<file path="config.mk">
export PLATFORM = sky130hd
export DESIGN_NAME = serial_adder_sub
export DESIGN_NICKNAME = d
export VERILOG_FILES = /design/src/rtl/serial_adder_sub.sv
export SDC_FILE = /design/constraint.sdc
export NUM_CORES = 1
export LEC_CHECK = 0
export CAP_MARGIN = 10
export CORE_UTILIZATION = 43
export DETAILED_ROUTE_END_ITERATION = 6
export PLACE_DENSITY_LB_ADDON = 0.05
export SYNTH_ARGS = -nofsm -noshare
export SYNTH_HDL_FRONTEND = slang
export SYNTH_SLANG_ARGS = --single-unit
</file>
<file path="constraint.sdc">
create_clock -name clk -period 2.8 [get_ports clk]
set_clock_uncertainty 0.05 [all_clocks]
set_input_delay 0.56 -clock clk [delete_from_list [all_inputs] [get_ports clk]]
set_output_delay 0.56 -clock clk [all_outputs]
set_load 0.005 [all_outputs]
</file>
<file path="src/rtl/serial_adder_sub.sv">
// Bit-serial N-bit adder/subtractor: one result bit per clock, LSB first.
// A start in IDLE latches the operands; done pulses one cycle after the last bit.
module serial_adder_sub #(
    parameter int unsigned N = 32
) (
    input  logic         clk,
    input  logic         reset,
    input  logic         start,
    input  logic [N-1:0] ip1,
    input  logic [N-1:0] ip2,
    input  logic         c_in,
    output logic [N-1:0] answer,
    output logic         c_out,
    output logic         overflow,
    output logic         busy,
    output logic         done
);

    localparam int unsigned KW = $clog2(N);

    typedef enum logic [1:0] {
        IDLE = 2'd0,
        RUN  = 2'd1,
        DONE = 2'd2
    } state_t;

    state_t          state;
    state_t          state_next;
    logic [N-1:0]    a_reg;
    logic [N-1:0]    b_reg;
    logic            carry;
    logic [KW-1:0]   k;

    logic            sum_c;
    logic            maj_c;
    logic            last_c;

    // Full-adder slice for the current bit position
    always_comb begin
        sum_c  = a_reg[k] ^ b_reg[k] ^ carry;
        maj_c  = (a_reg[k] & b_reg[k]) | (a_reg[k] & carry) | (b_reg[k] & carry);
        last_c = (k == KW'(N - 1));
    end

    always_ff @(posedge clk) begin
        if (reset) begin
            state <= IDLE;
        end else begin
            state <= state_next;
        end
    end

    always_comb begin
        state_next = state;
        case (state)
            IDLE:    if (start) state_next = RUN;
            RUN:     if (last_c) state_next = DONE;
            DONE:    state_next = IDLE;
            default: state_next = IDLE;
        endcase
    end

    // Datapath and registered status; busy/done track the state being entered
    always_ff @(posedge clk) begin
        if (reset) begin
            a_reg    <= '0;
            b_reg    <= '0;
            carry    <= 1'b0;
            k        <= '0;
            answer   <= '0;
            c_out    <= 1'b0;
            overflow <= 1'b0;
            busy     <= 1'b0;
            done     <= 1'b0;
        end else begin
            busy <= (state_next == RUN);
            done <= (state_next == DONE);
            case (state)
                IDLE: begin
                    if (start) begin
                        a_reg <= ip1;
                        b_reg <= ip2 ^ {N{c_in}};
                        carry <= c_in;
                        k     <= '0;
                    end
                end
                RUN: begin
                    answer[k] <= sum_c;
                    carry     <= maj_c;
                    k         <= k + KW'(1);
                    if (last_c) begin
                        c_out    <= maj_c;
                        overflow <= carry ^ maj_c;
                    end
                end
                default: begin
                end
            endcase
        end
    end

endmodule

</file>
==> Word level (Yosys, flattened, before mapping) <==
Index checks and enable logic that the tools add are counted.
{ "word_totals": {"ff_bits": 108, "inputBits": 68, "wordCells": 47} }
{ "classes": {"n_addsub": 1, "magnitude_cmp": 2, "eq_ne": 5, "muxes": 14, "bitwise_logic": 9, "reduce_logical": 6} }
{ "op_table": {"columns": ["operator", "count"], "rows": [
  ["32-bit bitwise mux", 1],
  ["32-bit XOR", 1],
  ["1-bit binary-select mux with 5-bit select", 2],
  ["5-bit case mux with 2 select lines", 1],
  ["5-bit by 6-bit less-than comparator with 1-bit output (second input constant)", 1],
  ["2-bit AND reduction", 3],
  ["5-bit by 1-bit adder with 5-bit output (second input constant)", 1],
  ["1-bit demux with 5-bit select", 1],
  ["5-bit == test (second input constant)", 1],
  ["5-bit by 1-bit >= comparator with 1-bit output (second input constant)", 1],
  ["5-bit two-way mux", 1],
  ["2-bit by 1-bit == test with 1-bit output (second input constant)", 2],
  ["1-bit two-way mux", 4],
  ["2-bit two-way mux", 2],
  ["2-bit case mux with 2 select lines", 1],
  ["1-bit bitwise AND", 3],
  ["1-bit XOR", 3],
  ["2-bit == test (second input constant)", 1],
  ["2-bit logical NOT", 1],
  ["2-bit inequality test (second input constant)", 1],
  ["1-bit bitwise OR", 2],
  ["1-bit case mux with 2 select lines", 1],
  ["2-bit nonzero test", 1],
  ["1-bit logical AND", 1]
]} }

==> Depth between registers and ports, before layout <==
{ "logic_depth": {"ltp_word": 6, "mapped_depth": 11, "mapped_depth_nobuf": 9} }

==> Least setup slack after synthesis <==
Ideal clock, no wire load.
{ "synth_path": {"path_kind": "register -> register", "startpoint": "reg k[1]", "endpoint": "reg answer[10]", "arrival_time_ns": 2.741, "required_ns": 2.664, "slack_ns": -0.077, "stages_incl_launch_ff": 10, "path_buffers": 3, "period_less_slack_ns": 2.877, "cell_sequence": "dfxtp_1 -> buf_6 -> clkbuf_1 -> mux2i_1 -> nor2_1 -> or4_1 -> a222oi_1 -> fa_1 -> clkbuf_1 -> a211oi_1"} }
{ "synth_via": {"elab_chain_len": 5, "word_cells_on_any_way": 12, "classes_between": "2 x order compare; 7 x mux; 2 x bitwise; 1 x reduce/logical"} }
{ "synth_rtl": {"columns": ["item", "line", "rtl"], "rows": [
  ["start: declaration", "32", "logic [KW-1:0] k;"],
  ["start signal: assignment", "90", "k <= k + KW'(1);"],
  ["5-bit by 6-bit less-than comparator with 1-bit output (not written as such), or another cell as far along", "88", "answer[k] <= sum_c;"],
  ["1-bit logical AND (not written as such) or 1-bit two-way mux (tied branches)", "88, 40", null],
  ["1-bit two-way mux (not written as such) or 1-bit XOR (tied branches)", "88, 40", null],
  ["1-bit demux with 5-bit select or 1-bit XOR (tied branches)", "88, 40", null],
  ["32-bit bitwise mux (*)", "88", null],
  ["end signal: indexed assignment", "88", null],
  ["end: declaration", "12", "output logic [N-1:0] answer,"]
]} }
Every way passes the cells marked *; elsewhere a longest branch is shown, timed or not. The select of a mux whose other input is x is not followed.
A chain may end at the register's enable or synchronous reset.

==> Worst setup path in the final report <==
{ "layout_path": {"startpoint": "reg k[1]", "endpoint": "reg answer[26]"} }
Same word-level chain as after synthesis.

==> impl_results.md <==
* DRT Pass-1 Iters at 5
* Power Density at 489.0 mW/mm^2
* Grt ovf at 0
* Warning count from the yosys run at 0
* Most common cell after layout, fill and taps aside: nor2_1
* Worst reg2reg setup slack at -0.08 ns
* Crit-path max FO at 32
* Leak at 0.002118 uW
* Cts bufs inserted at 9
* Initial antenna violation count at 0
* Yosys reg bits at 108
* Simple-gate area share of the yosys netlist at 18.49%
* Routed wire per std cell at 13.80 um
* Hold_ws at 0.4068 ns
* Reg2Reg Depth at 8
* WS Path Type: reg2reg
* Cell Area, Synth at 0.004785 mm^2
* Reg-to-reg critical path endpoint: answer[26]
* Global-route usage over all layers at 19.62%
* WP data arrival at 3.12 ns
* ANT cells at 0
* Via count at 4058
* # port buffers at 103
* Setup WS pre-CTS at -0.1269 ns
* Total die area at 0.01155 mm^2
* Core Box Area at 0.01084 mm^2
* Fin util at 58.24%
* Worst Setup Start Kind: flip-flop
* Pin count of the biggest net entering global routing at 62
* Area delta synth->final at 31.96%
* Worst Max-Slew Pin Slew at 0.8709 ns
* RR Startpoint: k[1]
* Clock transition at path regs at 0.11 ns
* CTS root buffer: clkbuf_8
* Initial core utilization at 44.14%
* # Max-Cap Violations at 0
* Global-route wire length before repair at 17710 um
* Via density per instance at 5.098
* Sequential element share of the synthesized area at 45.19%
* Synth async-reset ratio at 0%
* Failing checks: negative setup slack
* XOR/XNOR Fraction of Synth Area at 6.041%
* Initial DRC Count at 171
* Rows at 38
* Critical Path Start: k[1]
* Detail Route Antenna Nets at 0
* H-tree depth at 3
* RSZ-0062 raised after global routing: true
* Adder-cell share of the synthesized area at 1.726%
* GPL Wtd Cong at 0.8072
* Fmax at 346.9 MHz
* Status: finished, violations left
* Mux cell area share after synthesis at 7.348%
* CTS tree: yes
* Layout cells sized above 1 at 10.67%
* Fin crit share at 103.0%
* Final wirelength at 10990 um
* Post-synthesis compound-gate area fraction at 16.32%
* Multi-input gate area at 0.002469 mm^2
* DP HPWL at 7884 um
* Most frequent cells in the layout: nor2_1, dfxtp_1, clkdlybuf4s50_1
* Worst skew pair latency at 0.37 ns
* Syn avg cell area at 8.605 um^2
* Nets at 725
* Synth Net Count at 630
* Worst EP required at 3.04 ns
* Io pins at 104
* Post-synth EDFFs at 0
* Slew headroom at 41.94%
* Final Hold Viols at 0
* Top FF cell, synth: dfxtp_1
* HP Class: reg2reg
* CTS max path bufs at 2
* Final Max Slew Viols at 0
* Die width at 107.5 um
* CP Capture Type: flip-flop
* # setup viols final at 32
* Sequential cell area at 0.002166 mm^2
* Fin crit period at 2.883 ns
* Fillers at 1004
* Number of global-route vias before repair at 3684
* Synth unique cells at 39
* Cells after Synth at 556
* Die Height at 107.5 um
* Final WS setup at -0.08307 ns
* DRC Markers at 0
* Clock sink count at 108
* Main combinational cell family by area after synthesis: simple AND/OR/NAND/NOR gates
* Critical path capture point: answer[26]
* VDD IR-drop max at 0.2337 mV
synthesized netlist by cell type (2+ instances only):
| library cell | number | area share, % |
|---|---|---|
| nand3_1 | 3 | 0.31 |
| nand3b_1 | 6 | 0.94 |
| o21ai_0 | 4 | 0.42 |
| nor2_1 | 111 | 8.7 |
| buf_1 | 2 | 0.16 |
| or3b_1 | 4 | 0.73 |
| inv_1 | 4 | 0.31 |
| a211oi_1 | 64 | 10 |
| ha_1 | 5 | 1.3 |
| nand2_1 | 69 | 5.4 |
| a222oi_1 | 2 | 0.42 |
| dfxtp_1 | 108 | 45 |
| a21oi_1 | 37 | 3.9 |
| mux2i_1 | 25 | 5.2 |
| xnor2_1 | 32 | 5.9 |
| nor3_1 | 3 | 0.31 |
| buf_4 | 3 | 0.47 |
| mux4_2 | 4 | 1.9 |
| buf_2 | 7 | 0.73 |
| o22ai_1 | 8 | 1.0 |
| clkbuf_1 | 34 | 2.7 |
| or4_1 | 4 | 0.63 |
through the flow:
| stage | std cells | TNS (ns) | area (um^2) | total power [uW] |
|---|---|---|---|---|
| 2_1_floorplan | 556 | 0 | 4786 | 1969 |
| 3_3_place_gp | 778 | -1.161 | 6011 | 2168 |
| 3_5_place_dp | 778 | -1.880 | 6011 | 2176 |
| 4_1_cts | 794 | -2.246 | 6237 | 3100 |
| 5_1_grt | 796 | -4.554 | 6314 | 3232 |
| 6_report | 796 | -1.253 | 6314 | 3087 |
what timing repair did:
action,4_1_cts,5_1_grt
buffers inserted,0,2
endpoints found under the setup margin,32,33
pin swaps,2,3
cloned,0,0
resized for setup,8,13
hold buffers,0,0
metal layers:
layer / global-route usage, % / vias up / wire length (um)
met5: 0 / - / 0
met4: 6.751 / 0 / 131
met3: 3.087 / 11 / 461
met2: 32.05 / 86 / 5205
met1: 26.24 / 1859 / 5190
li1: - / 2102 / -
worst min path at each step:
stage,from,cells past startpoint,end
detailed placement,a_reg[20],2,a_reg[20]
global route,a_reg[22],2,a_reg[22]
finish,a_reg[20],2,a_reg[20]
CTS,a_reg[20],2,a_reg[20]
floorplan,a_reg[14],2,a_reg[14]
global placement,a_reg[20],2,a_reg[20]
area by class of cell:
class                      count  share of cell area (%)
clock buffer                  11                   2.398
clock inverter                 5                  0.6738
inverter                       4                  0.2378
multi-input combinational    396                   39.10
sequential                   108                   34.30
tap                          140                   2.774
timing repair buffer         132                   20.51
worst max-delay path, cell delays in order, from the launching register on:
cell and delay, ns:
dfxtp_4 0.40, buf_12 0.15, mux2i_1 0.22, o22ai_1 0.09, or4_1 0.52, a222oi_1 0.38
fa_2 0.56, buf_12 0.19, a211oi_1 0.23
report_power, final:
group	leakage, uW	switching [uW]	internal, uW
Sequential	0.000884	44.4	1610
Clock	0.000102	547	384
Combinational	0.00113	250	254
cell families after synthesis:
family          count (synthesis)
simple gates                  209
compound gates                118
flops                         108
buf+inv                        52
xor+xnor                       33
mux                            30
fa+ha+maj                       6
No activity file was read; power rests on OpenSTA's default activity.
